## src/rtl/wisc_pkg.sv

```systemverilog
// Shared ISA definitions for the 16-bit pipelined core: opcodes, branch
// condition codes, flag bit positions and the branch condition evaluator.
package wisc_pkg;

   localparam logic [3:0] OP_ADD    = 4'b0000;
   localparam logic [3:0] OP_SUB    = 4'b0001;
   localparam logic [3:0] OP_XOR    = 4'b0010;
   localparam logic [3:0] OP_RED    = 4'b0011;
   localparam logic [3:0] OP_SLL    = 4'b0100;
   localparam logic [3:0] OP_SRA    = 4'b0101;
   localparam logic [3:0] OP_ROR    = 4'b0110;
   localparam logic [3:0] OP_PADDSB = 4'b0111;
   localparam logic [3:0] OP_LW     = 4'b1000;
   localparam logic [3:0] OP_SW     = 4'b1001;
   localparam logic [3:0] OP_LHB    = 4'b1010;
   localparam logic [3:0] OP_LLB    = 4'b1011;
   localparam logic [3:0] OP_B      = 4'b1100;
   localparam logic [3:0] OP_BR     = 4'b1101;
   localparam logic [3:0] OP_PCS    = 4'b1110;
   localparam logic [3:0] OP_HLT    = 4'b1111;

   localparam logic [2:0] COND_NE  = 3'b000;
   localparam logic [2:0] COND_EQ  = 3'b001;
   localparam logic [2:0] COND_GT  = 3'b010;
   localparam logic [2:0] COND_LT  = 3'b011;
   localparam logic [2:0] COND_GTE = 3'b100;
   localparam logic [2:0] COND_LTE = 3'b101;
   localparam logic [2:0] COND_OV  = 3'b110;
   localparam logic [2:0] COND_UNC = 3'b111;

   // Flags are carried as a 3-bit vector {N, V, Z}
   localparam int FLAG_N = 2;
   localparam int FLAG_V = 1;
   localparam int FLAG_Z = 0;

   // Evaluates a branch condition code against a {N, V, Z} flag vector
   function automatic logic cond_met(input logic [2:0] cond, input logic [2:0] flags);
      logic n;
      logic v;
      logic z;
      logic res;
      n = flags[FLAG_N];
      v = flags[FLAG_V];
      z = flags[FLAG_Z];
      res = 1'b0;
      case (cond)
         COND_NE:  res = !z;
         COND_EQ:  res = z;
         COND_GT:  res = !z && !n;
         COND_LT:  res = n;
         COND_GTE: res = z || (!z && !n);
         COND_LTE: res = n || z;
         COND_OV:  res = v;
         COND_UNC: res = 1'b1;
         default:  res = 1'b0;
      endcase
      return res;
   endfunction

endpackage

```

## src/rtl/ex_mem_stage_if.sv

```systemverilog
// EX -> MEM bus: the EX stage drives the instruction leaving EX, the
// EX/MEM register presents the registered copy to the MEM stage.
interface ex_mem_stage_if;
   import wisc_pkg::*;

   logic        ex_valid;
   logic [3:0]  ex_opcode;
   logic [15:0] ex_result;
   logic        ex_ovfl;
   logic [3:0]  ex_rd;
   logic        ex_regwrite;
   logic        ex_memread;
   logic        ex_memwrite;
   logic [15:0] ex_store_data;

   logic        mem_valid;
   logic        mem_regwrite;
   logic        mem_memread;
   logic        mem_memwrite;
   logic [15:0] mem_result;
   logic [15:0] mem_store_data;
   logic [3:0]  mem_rd;

   modport master (
      output ex_valid, ex_opcode, ex_result, ex_ovfl, ex_rd,
             ex_regwrite, ex_memread, ex_memwrite, ex_store_data,
      input  mem_valid, mem_regwrite, mem_memread, mem_memwrite,
             mem_result, mem_store_data, mem_rd
   );

   modport slave (
      input  ex_valid, ex_opcode, ex_result, ex_ovfl, ex_rd,
             ex_regwrite, ex_memread, ex_memwrite, ex_store_data,
      output mem_valid, mem_regwrite, mem_memread, mem_memwrite,
             mem_result, mem_store_data, mem_rd
   );

endinterface

```

## src/rtl/ex_mem_stage_flag_unit.sv

```systemverilog
// N/V/Z flag register with per-opcode update rules. The branch decision
// uses the flag values that will be stored at the next edge, so a branch
// in ID sees the effect of the instruction currently in EX.
module flag_unit
   import wisc_pkg::*;
(
   input  logic        clk,
   input  logic        rst_n,
   input  logic        update_en,
   input  logic [3:0]  opcode,
   input  logic [15:0] result,
   input  logic        ovfl,
   input  logic        br_check,
   input  logic [2:0]  br_cond,
   output logic        flag_n,
   output logic        flag_v,
   output logic        flag_z,
   output logic        br_taken
);

   logic [2:0] flags_q;
   logic [2:0] flags_next;

   // Next-flag value; defaults to holding so stalls and bubbles never update
   always_comb begin
      flags_next = flags_q;
      if (update_en) begin
         case (opcode)
            OP_ADD, OP_SUB: begin
               flags_next[FLAG_Z] = (result == 16'h0000);
               flags_next[FLAG_N] = result[15];
               flags_next[FLAG_V] = ovfl;
            end
            OP_XOR, OP_SLL, OP_SRA, OP_ROR: begin
               flags_next[FLAG_Z] = (result == 16'h0000);
            end
            default: flags_next = flags_q;
         endcase
      end
   end

   // Flag register; reset clears all three flags
   always_ff @(posedge clk) begin
      if (!rst_n) begin
         flags_q <= 3'b000;
      end else begin
         flags_q <= flags_next;
      end
   end

   // Branch decision against the forwarded flags, zero latency
   always_comb begin
      br_taken = br_check && cond_met(br_cond, flags_next);
   end

   assign flag_n = flags_q[FLAG_N];
   assign flag_v = flags_q[FLAG_V];
   assign flag_z = flags_q[FLAG_Z];

endmodule

```

## src/rtl/ex_mem_stage.sv

```systemverilog
// EX/MEM pipeline register: captures the EX result and control bits for
// MEM, inserts bubbles on flush or empty EX, owns the flag unit and keeps
// the sticky halt indication.
module ex_mem_stage
   import wisc_pkg::*;
(
   input  logic                 clk,
   input  logic                 rst_n,
   ex_mem_stage_if.slave        bus,
   input  logic                 stall,
   input  logic                 flush,
   input  logic                 br_check,
   input  logic [2:0]           br_cond,
   output logic                 flag_n,
   output logic                 flag_v,
   output logic                 flag_z,
   output logic                 br_taken,
   output logic                 halted
);

   logic adv;
   logic load;

   // Stall wins over flush: nothing moves and no flag update happens
   always_comb begin
      adv  = !stall;
      load = adv && bus.ex_valid && !flush;
   end

   // Pipeline register; a bubble clears valid and controls but keeps data/rd
   always_ff @(posedge clk) begin
      if (!rst_n) begin
         bus.mem_valid      <= 1'b0;
         bus.mem_regwrite   <= 1'b0;
         bus.mem_memread    <= 1'b0;
         bus.mem_memwrite   <= 1'b0;
         bus.mem_result     <= 16'h0000;
         bus.mem_store_data <= 16'h0000;
         bus.mem_rd         <= 4'h0;
      end else if (adv) begin
         bus.mem_valid    <= load;
         bus.mem_regwrite <= load && bus.ex_regwrite;
         bus.mem_memread  <= load && bus.ex_memread;
         bus.mem_memwrite <= load && bus.ex_memwrite;
         if (load) begin
            bus.mem_result     <= bus.ex_result;
            bus.mem_store_data <= bus.ex_store_data;
            bus.mem_rd         <= bus.ex_rd;
         end
      end
   end

   // Halt latch; only reset clears it, fetch gates on it downstream
   always_ff @(posedge clk) begin
      if (!rst_n) begin
         halted <= 1'b0;
      end else if (load && (bus.ex_opcode == OP_HLT)) begin
         halted <= 1'b1;
      end
   end

   flag_unit u_flag_unit (
      .clk       (clk),
      .rst_n     (rst_n),
      .update_en (load),
      .opcode    (bus.ex_opcode),
      .result    (bus.ex_result),
      .ovfl      (bus.ex_ovfl),
      .br_check  (br_check),
      .br_cond   (br_cond),
      .flag_n    (flag_n),
      .flag_v    (flag_v),
      .flag_z    (flag_z),
      .br_taken  (br_taken)
   );

endmodule

```

## src/flat_wrapper.sv

```systemverilog
// flat-port wrapper written by rule: the top's interface ports become plain ports
module ex_mem_stage_flat import wisc_pkg::*;
  (clk, rst_n, stall, flush, br_check, br_cond, flag_n, flag_v, flag_z, br_taken, halted, bus_ex_valid, bus_ex_opcode, bus_ex_result, bus_ex_ovfl, bus_ex_rd, bus_ex_regwrite, bus_ex_memread, bus_ex_memwrite, bus_ex_store_data, bus_mem_valid, bus_mem_regwrite, bus_mem_memread, bus_mem_memwrite, bus_mem_result, bus_mem_store_data, bus_mem_rd);
  ex_mem_stage_if bus_i ();
  input  logic clk;
  input  logic rst_n;
  input  logic stall;
  input  logic flush;
  input  logic br_check;
  input  logic [2:0] br_cond;
  output logic flag_n;
  output logic flag_v;
  output logic flag_z;
  output logic br_taken;
  output logic halted;
  input wire logic [$bits(bus_i.ex_valid)-1:0] bus_ex_valid;
  input wire logic [$bits(bus_i.ex_opcode)-1:0] bus_ex_opcode;
  input wire logic [$bits(bus_i.ex_result)-1:0] bus_ex_result;
  input wire logic [$bits(bus_i.ex_ovfl)-1:0] bus_ex_ovfl;
  input wire logic [$bits(bus_i.ex_rd)-1:0] bus_ex_rd;
  input wire logic [$bits(bus_i.ex_regwrite)-1:0] bus_ex_regwrite;
  input wire logic [$bits(bus_i.ex_memread)-1:0] bus_ex_memread;
  input wire logic [$bits(bus_i.ex_memwrite)-1:0] bus_ex_memwrite;
  input wire logic [$bits(bus_i.ex_store_data)-1:0] bus_ex_store_data;
  output wire logic [$bits(bus_i.mem_valid)-1:0] bus_mem_valid;
  output wire logic [$bits(bus_i.mem_regwrite)-1:0] bus_mem_regwrite;
  output wire logic [$bits(bus_i.mem_memread)-1:0] bus_mem_memread;
  output wire logic [$bits(bus_i.mem_memwrite)-1:0] bus_mem_memwrite;
  output wire logic [$bits(bus_i.mem_result)-1:0] bus_mem_result;
  output wire logic [$bits(bus_i.mem_store_data)-1:0] bus_mem_store_data;
  output wire logic [$bits(bus_i.mem_rd)-1:0] bus_mem_rd;
  assign bus_i.ex_valid = bus_ex_valid;
  assign bus_i.ex_opcode = bus_ex_opcode;
  assign bus_i.ex_result = bus_ex_result;
  assign bus_i.ex_ovfl = bus_ex_ovfl;
  assign bus_i.ex_rd = bus_ex_rd;
  assign bus_i.ex_regwrite = bus_ex_regwrite;
  assign bus_i.ex_memread = bus_ex_memread;
  assign bus_i.ex_memwrite = bus_ex_memwrite;
  assign bus_i.ex_store_data = bus_ex_store_data;
  assign bus_mem_valid = bus_i.mem_valid;
  assign bus_mem_regwrite = bus_i.mem_regwrite;
  assign bus_mem_memread = bus_i.mem_memread;
  assign bus_mem_memwrite = bus_i.mem_memwrite;
  assign bus_mem_result = bus_i.mem_result;
  assign bus_mem_store_data = bus_i.mem_store_data;
  assign bus_mem_rd = bus_i.mem_rd;
  ex_mem_stage u_core (.clk(clk), .rst_n(rst_n), .bus(bus_i), .stall(stall), .flush(flush), .br_check(br_check), .br_cond(br_cond), .flag_n(flag_n), .flag_v(flag_v), .flag_z(flag_z), .br_taken(br_taken), .halted(halted));
endmodule
```

## config.mk

```make
export PLATFORM = sky130hd
export DESIGN_NAME = ex_mem_stage_flat
export DESIGN_NICKNAME = d
export VERILOG_FILES = /design/src/rtl/wisc_pkg.sv /design/src/rtl/ex_mem_stage_if.sv /design/src/rtl/ex_mem_stage_flag_unit.sv /design/src/rtl/ex_mem_stage.sv /design/src/flat_wrapper.sv
export SDC_FILE = /design/constraint.sdc
export NUM_CORES = 1
export LEC_CHECK = 0
export CORE_UTILIZATION = 41
export CTS_CLUSTER_DIAMETER = 60
export DETAILED_ROUTE_END_ITERATION = 16
export HOLD_SLACK_MARGIN = 0.15
export PLACE_DENSITY = 0.84
export REMOVE_ABC_BUFFERS = 1
export SYNTH_ARGS = -nofsm -noshare
export SYNTH_HDL_FRONTEND = slang
export SYNTH_SLANG_ARGS = --single-unit
export TNS_END_PERCENT = 1
```

## constraint.sdc

```tcl
create_clock -name clk -period 6.1 [get_ports clk]
set_clock_uncertainty 0.05 [all_clocks]
set_input_delay 1.22 -clock clk [delete_from_list [all_inputs] [get_ports clk]]
set_output_delay 1.22 -clock clk [all_outputs]
set_load 0.03 [all_outputs]
```

**Word level (Yosys, flattened, before mapping)**

Index checks and enable logic that the tools add are counted.

- Flip-flop bits (word level): 44
- Word-level logic and storage cells: 47
- Output and inout bits: 45

- Bitwise gates (word level): 1
- Eq/ne operators: 13
- Multiplexer cells: 4
- Reduce and logical (&&, ||, !) cells: 20

Operators by type and width:

| kind | count |
|---|---|
| 16-bit zero test | 1 |
| 3-bit equality test, second input constant | 4 |
| 4-bit by 3-bit equality test with 1-bit output, second input constant | 3 |
| 1-bit logical AND | 8 |
| 1-bit one-hot mux with 8 select lines | 1 |
| 3-bit by 2-bit equality test with 1-bit output, second input constant | 2 |
| 6-bit OR reduction | 1 |
| 4-bit by 1-bit equality test with 1-bit output, second input constant | 1 |
| 4-bit by 2-bit equality test with 1-bit output, second input constant | 1 |
| 4-bit equality test, second input constant | 1 |
| 1-bit zero test | 4 |
| 4-bit zero test | 1 |
| 3-bit by 1-bit equality test with 1-bit output, second input constant | 1 |
| 3-bit zero test | 1 |
| 3-bit two-way mux | 1 |
| 1-bit logical OR | 2 |
| 2-bit two-way mux | 1 |
| 2-bit AND reduction | 1 |
| 2-bit OR reduction | 1 |
| 1-bit two-way mux | 1 |
| 1-bit inverter | 1 |

**Depth between registers and ports, before layout**

- Word-level depth: 9
- Gate-level depth with buffers: 5

**Modules after synthesis**

A second synthesis with hierarchy kept.

- Cells, all modules: 211
- Area, all modules: 1,986.9 µm²

By module, submodules not included:

| module | instances | area an instance (µm²) | cells each |
|---|---|---|---|
| ex_mem_stage | 1 | 1,660.3 | 179 |
| flag_unit | 1 | 326.6 | 32 |

**Least setup slack after synthesis**

Ideal clock, no wire load.

- Path kind: input port to output port
- Start: in stall
- End: out br_taken
- Arrival time: 3.061 ns
- Required time: 4.830 ns
- Path buffers: 0
- Stages on the path: 5
- Slack: 1.769 ns
- Cells stage by stage: nor3b_2 -> a21boi_0 -> nor2_1 -> mux2_2 -> a311oi_1

- Word-level cells in the longest chain between the ends: 9

RTL lines:

| element | line | source |
|---|---|---|
| start: declaration | flat_wrapper.sv:7 | `input logic stall;` |
| 1-bit zero test * | ex_mem_stage.sv:26 | `adv = !stall;` |
| 1-bit logical AND * (2 in a row) | ex_mem_stage.sv:27 | `load = adv && bus.ex_valid && !flush;` |
| 3-bit two-way mux * | ex_mem_stage_flag_unit.sv:27 | `if (update_en) begin` |
| 1-bit zero test, on equally long branches | wisc_pkg.sv:47, wisc_pkg.sv:49, wisc_pkg.sv:51 |  |
| 1-bit logical AND | wisc_pkg.sv:49, wisc_pkg.sv:51 |  |
| 1-bit logical OR | wisc_pkg.sv:51 | `COND_GTE: res = z \|\| (!z && !n);` |
| 1-bit one-hot mux with 8 select lines * | wisc_pkg.sv:46 | `case (cond)` |
| 1-bit logical AND * | ex_mem_stage_flag_unit.sv:53 | `br_taken = br_check && cond_met(br_cond, flags_next);` |
| end: declaration | flat_wrapper.sv:14 | `output logic br_taken;` |

Mark *: on every way between the ends. The rest lies on a longest branch, timed or not.

**Worst setup path after layout**

Same ends and word-level chain as after synthesis.

==> metrics.txt <==
#FFs+latches synth=44; clock sink count=44; Clock Path Buffers=2; Largest stage delay, worst path=0.72 ns; vias per cell=4.88; max cap viols=0; io pins=98; CTS H-tree lvls=2; Layout area overhead=61.7%; 1st-iter DRT viols=67; Routed WL=4400 um; Crit path top cell by count=clkdlybuf4s50_1; Synth Instances=212; Initial Util=43.8%; Fmax achieved=0.189 GHz; total gr overflow=0; first-pass detailed-route iteration total=4; CP max-delay cell=clkdlybuf4s50_1; setup TNS=0 ns; largest net degree at the start of global routing=45; number of global-route vias before repair=1582; Hold Buf Count CTS=0; worst setup path class=input port to output port; fin crit period=5.30 ns; global-route wire length before repair=6780 um; hold_ws=0.411 ns; area of placed instances=0.00280 sq mm; r2r startpoint=u_core.u_flag_unit.flags_q[2]; Unique masters post-synth=27; clock latency at the later pin of the worst-skew pair=0.28 ns; Reg clk slew, reported paths=0.07 ns; initial antenna violation count=0; TritonCTS clock tree=done; leak pwr=0.989 nW; critical-path cell list=clkdlybuf4s50_1, or3b_4, or3_1, o21a_1, a311oi_1, clkdlybuf4s50_1; Port Buffers=97; outcome=finished clean; Synth Warn #=0; WL/cell=12.3 um; Detail Route Antenna Nets=0; Worst Path Max Fanout=41; nets=359; Final Max Tran Viols=0; most frequent cells in the layout=clkdlybuf4s50_1, nand2_1, dfxtp_1; RePlAce Congestion=0.788; synthesized cell area=0.00179 sq mm; Die ar.=0.00464 sq mm; Max VDD drop=0.154 mV; Tightest Hold Check Type=register to register; GRT Util Overall=19.8%; CP arrival=4.03 ns; Final Cell Area=0.00290 sq mm; RSZ-0062 raised after global routing=no; post-CTS sizing=0; Residual DRC=0; Post-Place Setup Slack=0.801 ns; # Post-CTS Setup Buffers=0; PwrDens=205 mW/mm^2; final hold vios=0; share of cells above drive strength 1=3.92%; row count=23; Worst Path Required=4.83 ns; Clock Root Buffer=clkbuf_8; hold path startpoint=u_core.bus.mem_store_data[14]; CP startpoint kind=input port; # setup viols final=0; Post-DP HPWL=3110 um; met1 Track Usage GR=22.0%; M2 GR Usage=34.1%; r2r setup slk=5.11 ns; GR peak layer=met2; via count=1737; post-synthesis sequential area ratio=49.2%; most common cell after layout, fill and taps aside=clkdlybuf4s50_1; syn_area_per_cell=8.45 sq um; critical path endpoint category=output port; setup ws final=0.803 ns; antenna cells=0; Die Y=68.1 um; M3 GR Usage=8.33%; Die Width=68.1 um; core footprint=0.00409 sq mm; fin crit share=86.8%; Slew HR=68.3%; CP startpoint=stall; clock buffer count from CTS=5; worst slew pin tran=0.475 ns
==> registers in the layout (all words and copies together), names as in the netlist <==
signal                      flops
u_core.bus.mem_regwrite         1
u_core.bus.mem_valid            1
u_core.bus.mem_memwrite         1
u_core.bus.mem_result          16
u_core.u_flag_unit.flags_q      3
u_core.bus.mem_memread          1
u_core.halted                   1
u_core.bus.mem_rd               4
u_core.bus.mem_store_data      16
==> path summary, 6_finish.rpt <==
kind / end / cells after the start
min reg2reg: u_core.bus.mem_store_data[14] / 2
max: br_taken / 6
min: u_core.bus.mem_store_data[14] / 2
max reg2reg: u_core.u_flag_unit.flags_q[2] / 3
==> cell type report <==
class / count / area, sq um
Fill cell: 336 / 1190
Timing Repair Buffer: 99 / 986
Sequential cell: 44 / 881
Multi-Input combinational cell: 155 / 866
Clock buffer: 7 / 96.3
Tap cell: 50 / 62.6
Inverter: 1 / 3.75
==> cells by family after synthesis <==
family                 after synthesis  synth area share [%]
and+or+nand+nor                    101                  25.0
AOI/OAI and AO/OA                   53                  22.4
DFF                                 44                  49.2
buffers and inverters               13                  2.79
muxes                                1                 0.629
==> synthesized netlist by cell type <==
master | number | area share [%]
nor3b_1 | 1 | 0.42
o21a_1 | 2 | 0.84
mux2_2 | 1 | 0.63
nor3_1 | 2 | 0.56
inv_1 | 1 | 0.21
and2_1 | 2 | 0.70
nand2_1 | 76 | 16
o32a_1 | 2 | 1.1
a21boi_0 | 39 | 16
or3b_4 | 1 | 0.63
a31oi_1 | 1 | 0.35
clkbuf_1 | 11 | 2.3
a22oi_1 | 3 | 1.3
or4_1 | 1 | 0.42
buf_2 | 1 | 0.28
or3_1 | 1 | 0.35
a41oi_1 | 2 | 0.98
o21ai_0 | 2 | 0.56
a311oi_1 | 1 | 0.49
nor3b_2 | 1 | 0.70
nor4_1 | 4 | 1.4
dfxtp_1 | 44 | 49
nor2_1 | 2 | 0.42
nor2b_1 | 7 | 2.4
nand4_1 | 1 | 0.35
o31ai_1 | 1 | 0.42
and3_1 | 2 | 0.70
==> routing by layer <==
metal	up-vias	routed length [um]
met2	61	2060
li1	907	-
met5	-	0
met1	764	1900
met3	5	391
met4	0	49
==> worst max-delay path, delay by kind of cell <==
kind	cells	cell delay, ns
AND/OR/NAND/NOR	2	1.10
buffers and inverters	2	1.26
AO/OA/AOI/OAI	2	0.44
==> per-stage QoR <==
stage / util (%) / std cells / power [mW]
finish: 70.9 / 356 / 0.594
floorplan: - / 200 / 0.346
global route: 70.9 / 356 / 0.623
CTS: 70.9 / 356 / 0.601
detailed placement: 68.5 / 349 / 0.410
global placement: 68.5 / 349 / 0.409
==> where the power goes <==
part           total (mW)  internal (mW)  leakage, nW  switching [mW]
combinational       0.104         0.0564        0.581          0.0473
clock               0.190          0.101       0.0503          0.0893
sequential          0.300          0.296        0.357         0.00407
(Power assumes the default switching activity.)
